$ cat src/rtl/flist_arb_pkg.sv
// Shared types for the free-list arbiter: FSM state encoding and request class.
// Latency: n/a (types and a pure helper function only).
// Backpressure: n/a.
package flist_arb_pkg;

    // One flist transaction at a time walks INIT/IDLE -> xREQ -> xWAIT -> RESP -> IDLE.
    typedef enum logic [2:0] {
        ST_INIT  = 3'd0,
        ST_IDLE  = 3'd1,
        ST_AREQ  = 3'd2,
        ST_AWAIT = 3'd3,
        ST_DREQ  = 3'd4,
        ST_DWAIT = 3'd5,
        ST_RESP  = 3'd6
    } state_t;

    typedef enum logic {
        CLS_ALLOC   = 1'b0,
        CLS_DEALLOC = 1'b1
    } cls_t;

    // Class selection: alternate when both classes pend, otherwise take whichever pends.
    function automatic cls_t pick_cls(input logic a_any, input logic d_any, input cls_t last);
        cls_t res;
        res = CLS_DEALLOC;
        if (a_any && d_any) begin
            if (last == CLS_ALLOC) res = CLS_DEALLOC;
            else                   res = CLS_ALLOC;
        end else if (a_any) begin
            res = CLS_ALLOC;
        end
        return res;
    endfunction

endpackage

$ cat src/rtl/flist_arb_rr_arb.sv
// Round-robin picker: combinational grant index, search starts one past the last winner.
// Latency: grant is combinational from req; pointer advances on the clock edge where en=1.
// Backpressure: none; the caller pulses en only when it actually consumes the grant.
module rr_arb #(
    parameter int N     = 4,
    parameter int IDX_W = $clog2(N)
) (
    input  logic             clk,
    input  logic             rst,
    input  logic [N-1:0]     req,
    input  logic             en,
    output logic [IDX_W-1:0] gnt_idx,
    output logic             any
);

    logic [IDX_W-1:0] r_ptr;
    int               w_cand;

    // Scan ptr+1, ptr+2, ... wrapping past N-1 to 0; first requester wins.
    always_comb begin
        any     = 1'b0;
        gnt_idx = r_ptr;
        w_cand  = 0;
        for (int k = 1; k <= N; k++) begin
            w_cand = int'(r_ptr) + k;
            if (w_cand >= N) w_cand = w_cand - N;
            if (!any && req[w_cand[IDX_W-1:0]]) begin
                any     = 1'b1;
                gnt_idx = w_cand[IDX_W-1:0];
            end
        end
    end

    // Remember the last winner so it has lowest priority next time.
    always_ff @(posedge clk or posedge rst) begin
        if (rst) begin
            r_ptr <= '0;
        end else if (en) begin
            r_ptr <= gnt_idx;
        end
    end

endmodule

$ cat src/rtl/flist_arb.sv
// Shares one free-list allocator among N_REQ clients, one flist transaction in flight.
// Latency: IDLE grant -> flist req next cycle; flist ack -> client ack 1 cycle later.
// Backpressure: clients hold level reqs until acked; flist stalls by withholding its ack.
module flist_arb
    import flist_arb_pkg::*;
#(
    parameter int N_REQ = 4,
    parameter int ID_W  = 8,
    parameter int IDX_W = 2
) (
    input  logic                  clk,
    input  logic                  rst,
    input  logic [N_REQ-1:0]      cli_alloc_req,
    output logic [N_REQ-1:0]      cli_alloc_ack,
    output logic [ID_W-1:0]       cli_alloc_id,
    input  logic [N_REQ-1:0]      cli_dealloc_req,
    input  logic [N_REQ*ID_W-1:0] cli_dealloc_id,
    output logic [N_REQ-1:0]      cli_dealloc_ack,
    output logic                  fl_alloc_req,
    input  logic                  fl_alloc_ack,
    input  logic [ID_W-1:0]       fl_alloc_id,
    output logic                  fl_dealloc_req,
    output logic [ID_W-1:0]       fl_dealloc_id,
    input  logic                  fl_dealloc_ack,
    input  logic                  fl_init_done,
    output logic                  busy,
    output logic                  err_spurious
);

    state_t           r_state;
    state_t           w_nxt;
    cls_t             r_cls;
    cls_t             r_last_cls;
    cls_t             w_pick;
    logic [IDX_W-1:0] r_owner;
    logic [ID_W-1:0]  r_dealloc_id;
    logic [ID_W-1:0]  r_alloc_id;
    logic             r_err;
    logic             r_busy;

    logic [IDX_W-1:0] w_a_gnt;
    logic [IDX_W-1:0] w_d_gnt;
    logic             w_a_any;
    logic             w_d_any;
    logic             w_grant;
    logic             w_a_en;
    logic             w_d_en;
    logic [IDX_W-1:0] w_grant_idx;
    logic [ID_W-1:0]  w_sel_dealloc_id;
    logic             w_spur;
    logic             w_resp_a;
    logic             w_resp_d;
    logic [N_REQ-1:0] w_owner_oh;

    rr_arb #(.N(N_REQ), .IDX_W(IDX_W)) u_rr_alloc (
        .clk     (clk),
        .rst     (rst),
        .req     (cli_alloc_req),
        .en      (w_a_en),
        .gnt_idx (w_a_gnt),
        .any     (w_a_any)
    );

    rr_arb #(.N(N_REQ), .IDX_W(IDX_W)) u_rr_dealloc (
        .clk     (clk),
        .rst     (rst),
        .req     (cli_dealloc_req),
        .en      (w_d_en),
        .gnt_idx (w_d_gnt),
        .any     (w_d_any)
    );

    // Grant decision is only taken in IDLE; INIT ignores client requests entirely.
    assign w_pick           = pick_cls(w_a_any, w_d_any, r_last_cls);
    assign w_grant          = (r_state == ST_IDLE) && (w_a_any || w_d_any);
    assign w_a_en           = w_grant && (w_pick == CLS_ALLOC);
    assign w_d_en           = w_grant && (w_pick == CLS_DEALLOC);
    assign w_grant_idx      = (w_pick == CLS_ALLOC) ? w_a_gnt : w_d_gnt;
    assign w_sel_dealloc_id = cli_dealloc_id[int'(w_d_gnt) * ID_W +: ID_W];

    // Any flist ack that does not match the state waiting for it is an error.
    assign w_spur = (fl_alloc_ack && (r_state != ST_AWAIT)) ||
                    (fl_dealloc_ack && (r_state != ST_DWAIT));

    // FSM state register.
    always_ff @(posedge clk or posedge rst) begin
        if (rst) begin
            r_state <= ST_INIT;
        end else begin
            r_state <= w_nxt;
        end
    end

    // FSM next-state logic.
    always_comb begin
        w_nxt = r_state;
        case (r_state)
            ST_INIT:  if (fl_init_done) w_nxt = ST_IDLE;
            ST_IDLE: begin
                if (w_grant) begin
                    if (w_pick == CLS_ALLOC) w_nxt = ST_AREQ;
                    else                     w_nxt = ST_DREQ;
                end
            end
            ST_AREQ:  w_nxt = ST_AWAIT;
            ST_AWAIT: if (fl_alloc_ack) w_nxt = ST_RESP;
            ST_DREQ:  w_nxt = ST_DWAIT;
            ST_DWAIT: if (fl_dealloc_ack) w_nxt = ST_RESP;
            ST_RESP:  w_nxt = ST_IDLE;
            default:  w_nxt = ST_INIT;
        endcase
    end

    // Transaction context: owner/class on grant, flist ID on ack, class history on response.
    always_ff @(posedge clk or posedge rst) begin
        if (rst) begin
            r_owner      <= '0;
            r_cls        <= CLS_ALLOC;
            r_last_cls   <= CLS_DEALLOC;
            r_dealloc_id <= '0;
            r_alloc_id   <= '0;
            r_err        <= 1'b0;
            r_busy       <= 1'b0;
        end else begin
            r_busy <= (w_nxt != ST_IDLE);
            if (w_spur) begin
                r_err <= 1'b1;
            end
            if (w_grant) begin
                r_owner <= w_grant_idx;
                r_cls   <= w_pick;
                if (w_pick == CLS_DEALLOC) begin
                    r_dealloc_id <= w_sel_dealloc_id;
                end
            end
            if ((r_state == ST_AWAIT) && fl_alloc_ack) begin
                r_alloc_id <= fl_alloc_id;
            end
            if (r_state == ST_RESP) begin
                r_last_cls <= r_cls;
            end
        end
    end

    // Outputs are decoded from registered state only, never straight from inputs.
    assign w_owner_oh      = {{(N_REQ-1){1'b0}}, 1'b1} << r_owner;
    assign w_resp_a        = (r_state == ST_RESP) && (r_cls == CLS_ALLOC);
    assign w_resp_d        = (r_state == ST_RESP) && (r_cls == CLS_DEALLOC);
    assign cli_alloc_ack   = w_resp_a ? w_owner_oh : '0;
    assign cli_alloc_id    = w_resp_a ? r_alloc_id : '0;
    assign cli_dealloc_ack = w_resp_d ? w_owner_oh : '0;
    assign fl_alloc_req    = (r_state == ST_AREQ);
    assign fl_dealloc_req  = (r_state == ST_DREQ);
    assign fl_dealloc_id   = r_dealloc_id;
    assign busy            = r_busy;
    assign err_spurious    = r_err;

endmodule

$ cat config.mk
export PLATFORM = sky130hd
export DESIGN_NAME = flist_arb
export DESIGN_NICKNAME = d
export VERILOG_FILES = /design/src/rtl/flist_arb_pkg.sv /design/src/rtl/flist_arb_rr_arb.sv /design/src/rtl/flist_arb.sv
export SDC_FILE = /design/constraint.sdc
export NUM_CORES = 1
export LEC_CHECK = 0
export ABC_AREA = 1
export CORE_AREA = 3 3 89 91
export DETAILED_ROUTE_END_ITERATION = 7
export DIE_AREA = 0 0 92 94
export DONT_BUFFER_PORTS = 1
export HOLD_SLACK_MARGIN = 0.12
export PLACE_DENSITY = 0.47
export SKIP_LAST_GASP = 1
export SLEW_MARGIN = 20
export SYNTH_ARGS = -nofsm -noshare
export SYNTH_HDL_FRONTEND = slang
export SYNTH_SLANG_ARGS = --single-unit
$ cat constraint.sdc
create_clock -name clk -period 1.7 [get_ports clk]
set_input_delay 0.085 -clock clk [delete_from_list [all_inputs] [get_ports clk]]
set_output_delay 0.085 -clock clk [all_outputs]
set_load 0.03 [all_outputs]
Word level (Yosys, flattened, before mapping)
Cells that the tools add are included.
- equal/unequal tests: 9
- divide/modulo/power cells: 0
- bitwise gates (word level): 2
- mux-type cells: 53
- add/subtract/negate cells: 16
- shift operators: 2
- magnitude comparators: 16
- $mul: 0
- reductions and logical operators: 25
- operators with widths (kind ; number):
    2-to-1 mux 2 bit ; 17
    variable part select 32 x 6 -> 8 bit ; 1
    < comparator 2 x 3 -> 1 bit, second input constant ; 8
    case mux 3 bit (7 select lines) ; 1
    2-to-1 mux 1 bit ; 19
    >= comparator 3 bit, second input constant ; 6
    binary-select mux 1 bit (select 2 bit) ; 8
    subtractor 2 x 1 -> 2 bit, second input constant ; 8
    logical AND 1 bit ; 15
    2-to-1 mux 3 bit ; 5
    adder 2 x 2 -> 3 bit, second input constant ; 4
    equality test 3 bit, second input constant ; 3
    adder 2 x 3 -> 4 bit, second input constant ; 2
    >= comparator 4 x 3 -> 1 bit, second input constant ; 2
    2-to-1 mux 4 bit ; 2
    2-to-1 mux 8 bit ; 1
    adder 2 x 1 -> 3 bit, second input constant ; 2
    equality test 3 x 2 -> 1 bit, second input constant ; 2
    logical NOT 1 bit ; 6
    << shifter 1 x 2 -> 4 bit, first input constant ; 1
    equality test 3 x 1 -> 1 bit, second input constant ; 1
    logical NOT 3 bit ; 1
    != test 3 x 1 -> 1 bit, second input constant ; 1
    != test 3 x 2 -> 1 bit, second input constant ; 1
    other kinds (4) ; 6
- bits of input ports: 53
- memories: 0
- memory bits (read-only): 0
- bits in latches: 0
- flip-flop bits (word level): 29
- memory bits (writable): 0

Longest topological paths before layout
- depth after elaboration: 21
- mapped depth: 17
- depth with buffers taken out: 15

Modules after synthesis
From an unflattened synthesis, not the netlist that was laid out.
- cells, all modules: 325
- area, all modules: 2173.3 um2
- by module, submodules not included (module ; cells each ; sequential area each (um2) ; area an instance (um2) ; instances):
    flist_arb ; 209 ; 626.9 ; 1502.7 ; 1
    rr_arb ; 58 ; 50.0 ; 335.3 ; 2

Least setup slack after synthesis
Ideal clock, no wire load.
- path type: flip-flop to output port
- start point: register r_state[0]
- end point: output cli_alloc_ack[1]
- stages on the path, launching flop included: 5
- setup slack: 0.013 ns
- arrival: 1.602 ns
- required time: 1.615 ns
- path buffers: 1
- cells stage by stage: dfrtp_1 -> nor4_1 -> inv_1 -> clkbuf_1 -> nor3_1
- longest elaborated chain between the ends: 3
- ends and longest elaborated chain (what ; line ; RTL):
    start, declared ; flist_arb.sv:30 ; state_t r_state;
    start signal, assigned ; flist_arb.sv:90 ; r_state <= w_nxt;
    equality test 3 bit ; flist_arb.sv:147 ; assign w_resp_a = (r_state == ST_RESP) && (r_cls == CLS_ALLOC);
    logical AND 1 bit ; flist_arb.sv:147 ;
    2-to-1 mux 4 bit ; flist_arb.sv:149 ; assign cli_alloc_ack = w_resp_a ? w_owner_oh : '0;
    end, declared ; flist_arb.sv:14 ; output logic [N_REQ-1:0] cli_alloc_ack,
Every way passes these cells.

Worst setup path in the final report
- start point: register r_state[1]
- end point: output cli_alloc_id[4]
- longest elaborated chain between the ends: 3
- ends and longest elaborated chain (what ; line ; RTL):
    equality test 3 bit ; flist_arb.sv:147 ;
    logical AND 1 bit ; flist_arb.sv:147 ;
    2-to-1 mux 8 bit ; flist_arb.sv:150 ; assign cli_alloc_id = w_resp_a ? r_alloc_id : '0;
    end, declared ; flist_arb.sv:15 ; output logic [ID_W-1:0] cli_alloc_id,
Every way passes these cells.

==> flow_metrics.env <==
export IMPL_maxSlewHeadroom=0.590
export IMPL_dp_hpwl_mm=4.39
export IMPL_layout_common_cells="108 x nand2_1, 44 x buf_4, 42 x inv_1"
export IMPL_hold_class="in -> reg"
export IMPL_rsz0062_at_grt="true"
export IMPL_row_count=31
export IMPL_cp_start_kind="register"
export IMPL_yosysWarnings=0
export IMPL_syn_avg_cell_area_um2=6.51
export IMPL_grt_pass1_wl_mm=9.92
export IMPL_grt_pass1_vias=2184
export IMPL_worstPathRequired_ns=1.62
export IMPL_vias=2208
export IMPL_yosys_area_top_type_share=0.323
export IMPL_r2r_end="fl_dealloc_id[1]"
export IMPL_fmax_ghz=0.550
export IMPL_drv_slew=0
export IMPL_cts_sinks=29
export IMPL_cts_tree="yes"
export IMPL_clk_latency_ns=0.27
export IMPL_avgViaCountPerCell=4.49
export IMPL_synth_cells=333
export IMPL_timing_final_crit_share=1.07
export IMPL_tightest_slew_ns=0.612
export IMPL_netlist_area_um2=2170
export IMPL_regArea_um2=731
export IMPL_hold_depth=6
export IMPL_htree_levels=2
export IMPL_syn_nets=386
export IMPL_ys_seq_elements=29
export IMPL_hold_viol=0
export IMPL_outcome="finished with violations"
export IMPL_die_area_um2=8650
export IMPL_critical_path_max_fanout=6
export IMPL_insertedDiodeCount=0
export IMPL_hold_start="cli_dealloc_id[20]"
export IMPL_grt_total_usage=0.141
export IMPL_gp_congestion=0.844
export IMPL_leakagePower_nw=1.61
export IMPL_drv_cap=0
export IMPL_core_um2=7210
export IMPL_synth_edf_count=0
export IMPL_num_io_pins=81
export IMPL_crit_arrival_ns=1.73
export IMPL_grt_max_degree=30
export IMPL_fin_ws_ns=-0.119
export IMPL_nets=445
export IMPL_fin_worst_skew_ns=0.00581
export IMPL_placed_cells=459
export IMPL_drtPass1Iterations=4
export IMPL_seq_area_frac_synth=0.335
export IMPL_yosys_area_top_type="dfrtp_1"
export IMPL_overflow=0
export IMPL_fin_crit_ns=1.82
export IMPL_instances_no_fill=492
export IMPL_startpoint="r_state[1]"
export IMPL_yosysUniqueCellTypes=33
export IMPL_power_density_nw_per_um2=2300
export IMPL_cts_inserted_buffers=5
export IMPL_endpoint_kind="output pin"
export IMPL_ys_flop_type="dfrtp_1"
export IMPL_rrSetupSlack_ns=-0.12
export IMPL_layout_commonest_cell="nand2_1"
export IMPL_whs_endpoint="fl_dealloc_id[4]"
export IMPL_reg2regPathDepth=12
export IMPL_drive_gt1_frac=0.300
export IMPL_die_x_um=92
export IMPL_finalSetupViolations=22
export IMPL_fillCellCount=793
export IMPL_worstReg2RegStart="u_rr_alloc.r_ptr[0]"
export IMPL_io_buffer_count=0
export IMPL_antenna_found_initial=0
export IMPL_synthToLayoutAreaGrowth_pct=37.9
export IMPL_drc=0
export IMPL_ir_drop_v=0.00160
export IMPL_multiInputGateArea_um2=1290
export IMPL_violations="setup timing"
export IMPL_clkTransAtPathRegs_ns=0.06
export IMPL_wire_per_inst_um=11.8
export IMPL_ant_nets=0
export IMPL_fin_util=0.414
export IMPL_start_util=0.300
export IMPL_async_flop_share=1.00
export IMPL_clockRootBuffer="clkbuf_8"
export IMPL_dieHeight_um=94
export IMPL_synth_area_leaders="dfrtp_1 32%, nand2_1 20%, nand3_1 8.8%, inv_1 7.8%, nor2_1 4.2%"
export IMPL_cts_buffer_depth=2
export IMPL_drt_iter0_drc=66
export IMPL_worstSetupPathType="reg -> out"
export IMPL_drt_total_wl_mm=5.79
-- Yosys cell counts (2+ instances only) --
library cell / count
o21ai_1: 2
nand3_1: 38
xor2_1: 2
nand2_2: 11
nand2_4: 3
nor2_1: 24
a21oi_1: 11
inv_2: 4
inv_1: 45
clkbuf_1: 2
nor3_1: 10
o21ai_0: 11
nand2_1: 118
dfrtp_1: 28
nand3_2: 2
buf_6: 3
buf_4: 3
-- logic make-up (layout without fill, tap and decap cells) --
group	count (synthesis)	in the layout	share of synthesized area
xor+xnor	3	3	0.0121
flops	29	29	0.335
simple gates	212	212	0.451
buf+inv	61	121	0.126
compound gates	28	28	0.0756
-- metrics by stage --
| step | setup TNS [ns] | total power [mW] | setup WS [ns] | cell area, um2 | hold slack [ns] |
|---|---|---|---|---|---|
| 2_1_floorplan | 0 | 4.57 | 0.0129 | 2170 | 0.162 |
| 3_5_place_dp | -2.53 | 5.59 | -0.201 | 2520 | 0.0789 |
| 4_1_cts | -1.27 | 6.77 | -0.0953 | 2900 | 0.123 |
| 6_report | -2.25 | 6.88 | -0.119 | 2990 | 0.126 |
| 3_3_place_gp | -2.19 | 5.57 | -0.190 | 2520 | 0.0824 |
| 5_1_grt | -5.61 | 7.66 | -0.285 | 2990 | 0.137 |
-- flip-flops by register name (all words and copies together), names as in the netlist --
signal,count
u_rr_dealloc.r_ptr,2
u_rr_alloc.r_ptr,2
err_spurious,1
r_last_cls,1
r_cls,1
r_state,3
fl_dealloc_id,8
busy,1
r_owner,2
r_alloc_id,8
-- area by class of cell --
cell class              count  share of cell area
clock buffers               7              0.0322
clock inverters             1             0.00168
inverters                  51              0.0674
multi-input cells         243               0.433
flip-flops and latches     29               0.245
well taps                  99              0.0415
repair buffers             61               0.178
repair inverters            1             0.00168
-- worst max-delay path: stages, from the launching register on --
cell and delay, ns:
dfrtp_1 0.37, inv_2 0.08, nor4_4 0.35, clkinvlp_2 0.32, nor2_1 0.16, buf_4 0.18
-- timing repair --
item / 4_1_cts / 5_1_grt
setup buffers: 10 / 2
cloned: 0 / 1
setup endpoints to repair: 19 / 24
gates resized for setup: 27 / 18
hold buffers: 12 / 0
pin swaps: 11 / 4
hold endpoints to repair: 42 / 0
-- power by group --
part           leakage, nW  internal, mW  switching [mW]
clock               0.0542         0.365           0.257
sequential           0.333          1.02           0.483
combinational         1.22          1.95            2.81
-- worst max path at each step --
stage | to | cells past startpoint
after floorplan | cli_alloc_ack[1] | 4
after global placement | fl_dealloc_id[6] | 13
after detailed placement | fl_dealloc_id[7] | 13
after CTS | fl_dealloc_id[7] | 12
after global routing | fl_dealloc_id[0] | 13
final | cli_alloc_id[4] | 5
-- metal layers --
metal	part of all wire	vias to the layer above	global-route usage
met5	0	-	0
met4	0.0097	0	0.0297
met3	0.054	7	0.0369
met2	0.47	67	0.236
met1	0.46	984	0.183
li1	-	1150	-
(Power assumes the default switching activity.)
